--- config.mk ---
export PLATFORM = sky130hd
export DESIGN_NAME = vga_sync_gen
export DESIGN_NICKNAME = d
export VERILOG_FILES = /design/src/rtl/vga_sync_gen_pkg.sv /design/src/rtl/vga_sync_gen_axis_counter.sv /design/src/rtl/vga_sync_gen.sv
export SDC_FILE = /design/constraint.sdc
export NUM_CORES = 1
export LEC_CHECK = 0
export CORE_MARGIN = 1
export CORE_UTILIZATION = 56
export CTS_CLUSTER_DIAMETER = 150
export CTS_CLUSTER_SIZE = 8
export DETAILED_ROUTE_END_ITERATION = 10
export GPL_ROUTABILITY_DRIVEN = 0
export PLACE_DENSITY = 0.85
export SLEW_MARGIN = 5
export SYNTH_ARGS = -nofsm -noshare
export SYNTH_HDL_FRONTEND = slang
export SYNTH_SLANG_ARGS = --single-unit
export TNS_END_PERCENT = 5
--- constraint.sdc ---
create_clock -name clk -period 2.85 [get_ports clk]
set_input_delay 0.57 -clock clk [delete_from_list [all_inputs] [get_ports clk]]
set_output_delay 0.57 -clock clk [all_outputs]
set_load 0.02 [all_outputs]
--- src/rtl/vga_sync_gen_pkg.sv ---
// Shared VGA timing constants for the sync generator and the renderers.
// Holds the default 640x480@60 timing, the derived totals and the
// coordinate width every consumer of hcount/vcount agrees on.
package vga_sync_gen_pkg;

    localparam int unsigned CoordW   = 11;
    localparam int unsigned MaxTotal = 2048;

    localparam int unsigned DefHActive = 640;
    localparam int unsigned DefHFp     = 16;
    localparam int unsigned DefHSync   = 96;
    localparam int unsigned DefHBp     = 48;

    localparam int unsigned DefVActive = 480;
    localparam int unsigned DefVFp     = 10;
    localparam int unsigned DefVSync   = 2;
    localparam int unsigned DefVBp     = 33;

    function automatic int unsigned axis_total(input int unsigned active, input int unsigned fp,
                                               input int unsigned sync, input int unsigned bp);
        return active + fp + sync + bp;
    endfunction

    localparam int unsigned DefHTotal = axis_total(DefHActive, DefHFp, DefHSync, DefHBp);
    localparam int unsigned DefVTotal = axis_total(DefVActive, DefVFp, DefVSync, DefVBp);

endpackage

--- src/rtl/vga_sync_gen_axis_counter.sv ---
// One raster axis (horizontal or vertical).
// Ports:
//   clk, rst   - board clock, synchronous active-high reset
//   adv        - advance the counter by one on this clock
//   count      - registered position, 0..TOTAL-1
//   sync_n     - registered, low while count sits in the sync window
//   in_active  - true when the position after this clock lies in the active area
//   wrap       - advancing from TOTAL-1 back to 0 on this clock
module vga_axis_counter
    import vga_sync_gen_pkg::*;
#(
    parameter int unsigned ACTIVE = DefHActive,
    parameter int unsigned FP     = DefHFp,
    parameter int unsigned SYNC   = DefHSync,
    parameter int unsigned BP     = DefHBp
) (
    input  logic              clk,
    input  logic              rst,
    input  logic              adv,
    output logic [CoordW-1:0] count,
    output logic              sync_n,
    output logic              in_active,
    output logic              wrap
);

    localparam int unsigned Total = axis_total(ACTIVE, FP, SYNC, BP);

    localparam logic [CoordW-1:0] LastCount = CoordW'(Total - 1);
    localparam logic [CoordW-1:0] SyncFirst = CoordW'(ACTIVE + FP);
    localparam logic [CoordW-1:0] SyncLast  = CoordW'(ACTIVE + FP + SYNC - 1);
    localparam logic [CoordW-1:0] ActiveEnd = CoordW'(ACTIVE);

    logic [CoordW-1:0] count_q, count_d;
    logic              sync_n_q, sync_n_d;

    always_comb begin
        wrap    = adv && (count_q == LastCount);
        count_d = count_q;
        if (adv) begin
            count_d = wrap ? '0 : count_q + CoordW'(1);
        end
        // Decoded from the next position so sync lands on the same edge as the count.
        sync_n_d  = !((count_d >= SyncFirst) && (count_d <= SyncLast));
        in_active = (count_d < ActiveEnd);
    end

    always_ff @(posedge clk) begin
        if (rst) begin
            count_q  <= '0;
            sync_n_q <= 1'b1;
        end else begin
            count_q  <= count_d;
            sync_n_q <= sync_n_d;
        end
    end

    assign count  = count_q;
    assign sync_n = sync_n_q;

endmodule

--- src/rtl/vga_sync_gen.sv ---
// VGA raster timing generator.
// Divides the board clock down to the pixel rate and produces the raster
// position plus registered sync/blank, all changing together on the edge that
// ends a pixel period.
// Ports:
//   clk, rst          - board clock, synchronous active-high reset
//   hcount, vcount    - current pixel column / line
//   hsync, vsync      - sync outputs at SYNC_POL level when asserted
//   blank             - high outside the active area
//   pix_tick          - high on the last clock of each pixel period
//   frame_tick        - high on the last clock of the last pixel of a frame
module vga_sync_gen
    import vga_sync_gen_pkg::*;
#(
    parameter int unsigned CLK_DIV  = 4,
    parameter int unsigned H_ACTIVE = DefHActive,
    parameter int unsigned H_FP     = DefHFp,
    parameter int unsigned H_SYNC   = DefHSync,
    parameter int unsigned H_BP     = DefHBp,
    parameter int unsigned V_ACTIVE = DefVActive,
    parameter int unsigned V_FP     = DefVFp,
    parameter int unsigned V_SYNC   = DefVSync,
    parameter int unsigned V_BP     = DefVBp,
    parameter bit          SYNC_POL = 1'b0
) (
    input  logic              clk,
    input  logic              rst,
    output logic [CoordW-1:0] hcount,
    output logic [CoordW-1:0] vcount,
    output logic              hsync,
    output logic              vsync,
    output logic              blank,
    output logic              pix_tick,
    output logic              frame_tick
);

    localparam int unsigned HTotal = axis_total(H_ACTIVE, H_FP, H_SYNC, H_BP);
    localparam int unsigned VTotal = axis_total(V_ACTIVE, V_FP, V_SYNC, V_BP);
    localparam int unsigned DivW   = $clog2(CLK_DIV);

    localparam logic [DivW-1:0] DivLast = DivW'(CLK_DIV - 1);

    if (CLK_DIV < 2 || CLK_DIV > 16) begin : g_bad_clk_div
        $error("vga_sync_gen: CLK_DIV must be in 2..16");
    end
    if (HTotal > MaxTotal) begin : g_bad_h_total
        $error("vga_sync_gen: horizontal total exceeds 2048");
    end
    if (VTotal > MaxTotal) begin : g_bad_v_total
        $error("vga_sync_gen: vertical total exceeds 2048");
    end

    logic [DivW-1:0] div_q, div_d;
    logic            blank_q, blank_d;

    logic h_sync_n, h_in_active, h_wrap;
    logic v_sync_n, v_in_active, v_wrap;

    always_comb begin
        pix_tick = (div_q == DivLast);
        div_d    = pix_tick ? '0 : div_q + DivW'(1);
        blank_d  = !(h_in_active && v_in_active);
    end

    always_ff @(posedge clk) begin
        if (rst) begin
            div_q   <= '0;
            blank_q <= 1'b0;
        end else begin
            div_q   <= div_d;
            blank_q <= blank_d;
        end
    end

    vga_axis_counter #(
        .ACTIVE (H_ACTIVE),
        .FP     (H_FP),
        .SYNC   (H_SYNC),
        .BP     (H_BP)
    ) u_h_axis (
        .clk       (clk),
        .rst       (rst),
        .adv       (pix_tick),
        .count     (hcount),
        .sync_n    (h_sync_n),
        .in_active (h_in_active),
        .wrap      (h_wrap)
    );

    // The vertical axis steps once per completed line.
    vga_axis_counter #(
        .ACTIVE (V_ACTIVE),
        .FP     (V_FP),
        .SYNC   (V_SYNC),
        .BP     (V_BP)
    ) u_v_axis (
        .clk       (clk),
        .rst       (rst),
        .adv       (h_wrap),
        .count     (vcount),
        .sync_n    (v_sync_n),
        .in_active (v_in_active),
        .wrap      (v_wrap)
    );

    // Internal sync is active-low; flip it when an active-high polarity is requested.
    assign hsync      = h_sync_n ^ SYNC_POL;
    assign vsync      = v_sync_n ^ SYNC_POL;
    assign blank      = blank_q;
    // Vertical wrap already implies pix_tick at the last column of the last line.
    assign frame_tick = v_wrap;

endmodule

=== Word-level counts from Yosys, hierarchy flattened ===
Cells that the tools add are included.

* Output and inout port bits: 27
* Register bits: 27
* Input bits: 2

* $add $sub $neg: 3
* Reductions and logical operators: 9
* Equal/unequal tests: 3
* $lt $le $gt $ge: 6
* Mux-type cells: 4

{| class="wikitable"
|+ Operators with widths
! kind !! number
|-
| $mux 11 || 4
|-
| $add 11x1->11 const B || 2
|-
| $eq 11x10->1 const B || 2
|-
| $ge 11x10->1 const B || 1
|-
| $ge 11x9->1 const B || 1
|-
| $le 11x10->1 const B || 1
|-
| $le 11x9->1 const B || 1
|-
| $lt 11x10->1 const B || 1
|-
| $lt 11x9->1 const B || 1
|-
| $logic_and 1x1->1 || 5
|-
| $logic_not 1->1 || 3
|-
| $add 2x1->2 const B || 1
|-
| $eq 2x2->1 const B || 1
|-
| $reduce_or 2->1 || 1
|}

=== Longest topological paths before layout ===
* Depth after elaboration: 8
* Depth in mapped cells: 9
* Depth with buffers taken out: 7

=== Modules after synthesis ===
From an unflattened synthesis, not the netlist that was laid out.

* Cells, all modules: 168
* Area, all modules: 1456.4 sq um

{| class="wikitable"
|+ Modules (own cells, without submodules)
! module !! cells an instance !! area each (sq um) !! instances
|-
| vga_axis_counter at u_v_axis || 88 || 742.0 || 1
|-
| vga_axis_counter at u_h_axis || 73 || 614.3 || 1
|-
| vga_sync_gen || 7 || 100.1 || 1
|}

=== Worst setup path after synthesis ===
Ideal clock, no wire load.

* Path type: register to output
* Start: reg div_q[0]
* End: out frame_tick
* Setup slack: 698 ps
* Arrival time: 1582 ps
* Path buffers: 1
* Stages on the path, launching flop included: 6
* Required time: 2280 ps
* Cell sequence: dfxtp_1 -> ha_1 -> buf_4 -> and4_1 -> nand3_2 -> nor2_1

* Word-level cells in the longest chain between the ends: 3

{| class="wikitable"
|+ Ends and longest elaborated chain
! what !! line !! source
|-
| from (decl) || vga_sync_gen.sv:53 || <nowiki>logic [DivW-1:0] div_q, div_d;</nowiki>
|-
| from (signal assigned) || vga_sync_gen.sv:70 || <nowiki>div_q <= div_d;</nowiki>
|-
| $eq 2x2->1 || vga_sync_gen.sv:60 || <nowiki>pix_tick = (div_q == DivLast);</nowiki>
|-
| via pix_tick || vga_sync_gen.sv:33 || <nowiki>output logic pix_tick,</nowiki>
|-
| $logic_and 1x1->1 (2 in a row) || vga_sync_gen_axis_counter.sv:37 || <nowiki>wrap = adv && (count_q == LastCount);</nowiki>
|-
| to (decl) || vga_sync_gen.sv:34 || <nowiki>output logic frame_tick</nowiki>
|}

The timed path passes the listed nets, and every way through them passes these cells.

=== Worst setup path after layout ===
* Start: reg div_q[0]
* End: out frame_tick

* Word-level cells in the longest chain between the ends: 3

{| class="wikitable"
|+ Ends and longest elaborated chain
! what !! line
|-
| $eq 2x2->1 || vga_sync_gen.sv:60
|-
| $logic_and 1x1->1 (2 in a row) || vga_sync_gen_axis_counter.sv:37
|}

Every way passes these cells.

==> impl_results.html <==
<table>
<tr><th>Metric</th><th>Value</th></tr>
<tr><th colspan="2">Finish</th></tr>
<tr><td>Layout Cells excl Fill</td><td>241</td></tr>
<tr><td>Layout overhead on the synthesized area</td><td>18.4%</td></tr>
<tr><td>Total inserted antenna cells</td><td>0</td></tr>
<tr><td>Number of filler instances in the final layout</td><td>220</td></tr>
<tr><td>Layout Nets</td><td>between 200 and 250</td></tr>
<tr><td>Share of layout cells above drive strength 1</td><td>under 10%</td></tr>
<tr><td>Final instance area</td><td>roughly 1900 um^2</td></tr>
<tr><td>Multi-input combinational cell area</td><td>roughly 960 um^2</td></tr>
<tr><td>Sequential standard cell area</td><td>541 um^2</td></tr>
<tr><th colspan="2">Setup path</th></tr>
<tr><td>Path type of the worst setup path</td><td>flop to output port</td></tr>
<tr><td>Number of cells on the worst reg-to-reg path</td><td>7</td></tr>
<tr><td>Required time worst endpoint</td><td>between 2 and 2.5 ns</td></tr>
<tr><td>Critical Path Source</td><td>div_q[0]</td></tr>
<tr><td>Critical path capture point type</td><td>output port</td></tr>
<tr><td>Capture point of the critical path</td><td>frame_tick</td></tr>
<tr><td>Worst reg2reg endpoint</td><td>u_v_axis.sync_n</td></tr>
<tr><td>Worst reg2reg startpoint</td><td>div_q[0]</td></tr>
<tr><td>Critical-path maximum fanout</td><td>11</td></tr>
<tr><td>Arrival @ worst endpoint</td><td>approximately 2.2 ns</td></tr>
<tr><td>Type of element launching the critical path</td><td>flop</td></tr>
<tr><td>Flop2flop setup slack</td><td>approximately 0.55 ns</td></tr>
<tr><th colspan="2">Hold path</th></tr>
<tr><td>Path type of the worst min-delay path</td><td>flop to flop</td></tr>
<tr><th colspan="2">Detailed routing</th></tr>
<tr><td>DRT Pass-1 Iters</td><td>4</td></tr>
<tr><td>Overall via count from detail_route</td><td>1500</td></tr>
<tr><td>Detailed-route DRC error count</td><td>0</td></tr>
<tr><td>Violation count after the first detailed-routing iteration</td><td>~70</td></tr>
<tr><td>Wire length per cell</td><td>15.2 um</td></tr>
<tr><td>DRT Wirelength</td><td>around 3.7 mm</td></tr>
<tr><td>Number of antenna-violating nets in the routed design</td><td>0</td></tr>
<tr><td>Vias per inst</td><td>just over 6</td></tr>
<tr><th colspan="2">Pwr</th></tr>
<tr><td>Net Sw Frac</td><td>between 20% and 30%</td></tr>
<tr><td>Overall power consumption</td><td>just under 600 uW</td></tr>
<tr><td>Portion of total power attributed to combinational logic</td><td>4.6%</td></tr>
<tr><td>Worst IR Drop VDD</td><td>0.256 mV</td></tr>
<tr><td>Static power due to leakage</td><td>0.611 nW</td></tr>
<tr><td>Part of the power in the clock network</td><td>29.5%</td></tr>
<tr><td>Power share of the sequential group</td><td>around two thirds</td></tr>
<tr><td>Pwr/cell area</td><td>311 nW/um^2</td></tr>
<tr><td>Sw Pwr</td><td>between 100 and 150 uW</td></tr>
<tr><td>Internal power</td><td>449 uW</td></tr>
<tr><th colspan="2">Floorplan</th></tr>
<tr><td>Vert. Die Dim</td><td>about 55 um</td></tr>
<tr><td>Die area</td><td>slightly above 3000 um^2</td></tr>
<tr><td>Effective utilization at floorplan</td><td>between 60 and 70%</td></tr>
<tr><td>Placeable Area</td><td>around 2600 um^2</td></tr>
<tr><td>Number of I/O pins</td><td>29</td></tr>
<tr><td>Width of the chip</td><td>around 55 um</td></tr>
<tr><td>Core Rows</td><td>18</td></tr>
<tr><th colspan="2">Timing</th></tr>
<tr><td>Transition time of the tightest slew-check pin</td><td>about 0.55 ns</td></tr>
<tr><td>Clock Skews</td><td>0.00781 ns</td></tr>
<tr><td>Relative slew slack</td><td>~64%</td></tr>
<tr><td>Hold Violations, Final</td><td>0</td></tr>
<tr><td>Part of the cycle the worst path needs</td><td>95.5%</td></tr>
<tr><td>Sum Neg Setup Slack</td><td>0 ns</td></tr>
<tr><td>Unrepaired setup endpoints after global routing</td><td>false</td></tr>
<tr><td>Minimum clock period after layout</td><td>about 2.7 ns</td></tr>
<tr><td>Max Fclk</td><td>about 0.37 GHz</td></tr>
<tr><td>Setup violation total in the final timing report</td><td>0</td></tr>
<tr><td>Worst hold slack after final layout</td><td>roughly 0.44 ns</td></tr>
<tr><td>Final Max Slew Viols</td><td>0</td></tr>
<tr><th colspan="2">Yosys</th></tr>
<tr><td>Cell type with the highest aggregate area in the netlist</td><td>sky130_fd_sc_hd__dfxtp_1</td></tr>
<tr><td>Proportion of synthesized chip area in sequential cells</td><td>between 30% and 40%</td></tr>
<tr><td>Main flop type after synthesis</td><td>sky130_fd_sc_hd__dfxtp_1</td></tr>
<tr><td>Mapped Nets</td><td>a little under 200</td></tr>
<tr><td>Top post-synthesis cells by area</td><td>sky130_fd_sc_hd__dfxtp_1, sky130_fd_sc_hd__nor2_1, sky130_fd_sc_hd__xnor2_1</td></tr>
<tr><td>EDFF count, synth</td><td>0</td></tr>
<tr><td>Number of distinct library cell variants in the gate-level netlist after synthesis</td><td>50</td></tr>
<tr><td>Post-Syn Instances</td><td>between 150 and 200</td></tr>
<tr><td>Most common cell in the netlist</td><td>sky130_fd_sc_hd__dfxtp_1</td></tr>
<tr><td>Mapped cell area</td><td>1590 um^2</td></tr>
<tr><td>Top cells by instance count after synthesis</td><td>sky130_fd_sc_hd__dfxtp_1, sky130_fd_sc_hd__nor2_1, sky130_fd_sc_hd__nand2_1</td></tr>
<tr><td>Portion of synthesized cell area occupied by the leading cell type</td><td>between 30 and 40%</td></tr>
<tr><td>Share of flip-flops with an asynchronous set or reset after synthesis</td><td>0%</td></tr>
<tr><td>Syn_area_per_cell</td><td>between 8 and 9 um^2</td></tr>
<tr><td>Count of state elements after synthesis</td><td>27</td></tr>
<tr><td>Yosys warning total</td><td>0</td></tr>
<tr><th colspan="2">Clock tree</th></tr>
<tr><td>Clock buffer count from CTS</td><td>3</td></tr>
<tr><td>CTS clk-pin slew, worst paths</td><td>between 0.1 and 0.15 ns</td></tr>
<tr><td>CTS tree</td><td>built</td></tr>
<tr><td>Number of clock sinks</td><td>27</td></tr>
<tr><td>Maximum buffer depth of the clock tree</td><td>2</td></tr>
<tr><td>Clk Latency, worst-skew pair</td><td>about 0.33 ns</td></tr>
<tr><td>Setup bufs post-CTS</td><td>0</td></tr>
<tr><td>Max H-tree Level</td><td>1</td></tr>
<tr><td>CTS Root Buffer Type</td><td>sky130_fd_sc_hd__clkbuf_4</td></tr>
<tr><th colspan="2">Global route</th></tr>
<tr><td>GRT Total Usage</td><td>around a quarter</td></tr>
<tr><td>Wire length of the first global-routing pass</td><td>~6.1 mm</td></tr>
<tr><td>Largest net degree at the start of global routing</td><td>15</td></tr>
<tr><td>Remaining global-route overflow</td><td>0</td></tr>
<tr><td>Number of antenna violations at the first check in global routing</td><td>0</td></tr>
<tr><td>Number of global-route vias before repair</td><td>~1400</td></tr>
<tr><th colspan="2">Place</th></tr>
<tr><td>Area after DPL</td><td>about 1800 um^2</td></tr>
<tr><td>Port-buffer cells</td><td>28</td></tr>
<tr><td>Dpl hpwl</td><td>around 2.6 mm</td></tr>
<tr><td>Number of placed instances, taps included</td><td>~240</td></tr>
<tr><th colspan="2">Run status</th></tr>
<tr><td>Result of the run</td><td>complete, no violations</td></tr>
<tr><th colspan="2">Job</th></tr>
<tr><td>Number of max-cap violations</td><td>0</td></tr>
</table>
## sequential cells by signal, indices dropped and copies added (netlist names)
name	count
u_v_axis.count	11
blank	1
u_h_axis.count	11
u_h_axis.sync_n	1
u_v_axis.sync_n	1
div_q	2
## cells by family after synthesis
group | Yosys count | share of synthesized area, %
AO/OA/AOI/OAI | 26 | 10.7
XOR/XNOR | 16 | 8.83
adder cells (fa/ha/maj) | 4 | 3.15
buffers and inverters | 16 | 6.07
flip-flops | 27 | 34.0
multiplexers | 3 | 1.89
AND/OR/NAND/NOR | 96 | 35.3
## what timing repair did
item                                    CTS  global route
endpoints found under the setup margin    0             1
resized for setup                         0             1
hold buffers                              0             0
endpoints found under the hold margin     0             0
## power by group through the flow
stage	Clock, mW	Combinational [mW]	Sequential, mW
after floorplan	0	0.0172	0.394
after CTS	0.172	0.0270	0.385
after global placement	0	0.0266	0.393
after global routing	0.182	0.0294	0.386
after detailed placement	0	0.0267	0.394
final	0.172	0.0270	0.385
## through the flow
step	setup WS [ns]	util [%]
after floorplan	0.698	-
after global routing	0.0224	73.2
after CTS	0.114	73.0
after detailed placement	0.494	71.9
after global placement	0.533	71.9
final	0.127	73.2
## final cells by class
cell class,count,area share (%)
inverters,4,0.799
clock buffers,4,1.40
well taps,30,2.00
multi-input cells,145,50.9
repair buffers,31,16.1
flip-flops and latches,27,28.8
## per-layer routing
layer	global-route usage [%]	vias up	share of wire (%)
met5	0	-	0
met1	33.4	719	45
met3	2.81	5	6.2
met2	39.8	60	48
met4	6.07	0	0.93
li1	-	716	-
## layout by cell type, fill, tap and decap left out, drive strengths merged, types with 5 or more instances in the layout
cell type      count
nand3             13
o21ai              7
xnor2              9
dfxtp             27
xor2               7
nor3              10
nor4               5
nand2             12
nand4              8
clkdlybuf4s50     28
nor2              24
a21oi              8
## critical path, cell delays in order, from the launching register on
cell and delay [ns]:
sky130_fd_sc_hd__dfxtp_1 0.36, sky130_fd_sc_hd__ha_1 0.37, sky130_fd_sc_hd__and4_1 0.28, sky130_fd_sc_hd__nand3_2 0.08, sky130_fd_sc_hd__nor2_1 0.13, sky130_fd_sc_hd__clkdlybuf4s50_1 0.62
## worst min-delay path by stage
stage,startpoint,to,slack (ns),cells after the start
floorplan,div_q[0],div_q[0],0.40,1
global placement,div_q[0],div_q[0],0.41,1
detailed placement,div_q[0],div_q[0],0.42,1
CTS,div_q[0],div_q[0],0.44,1
global route,div_q[0],div_q[0],0.46,1
finish,div_q[0],div_q[0],0.44,1
No activity file was read; power rests on OpenSTA's default activity.
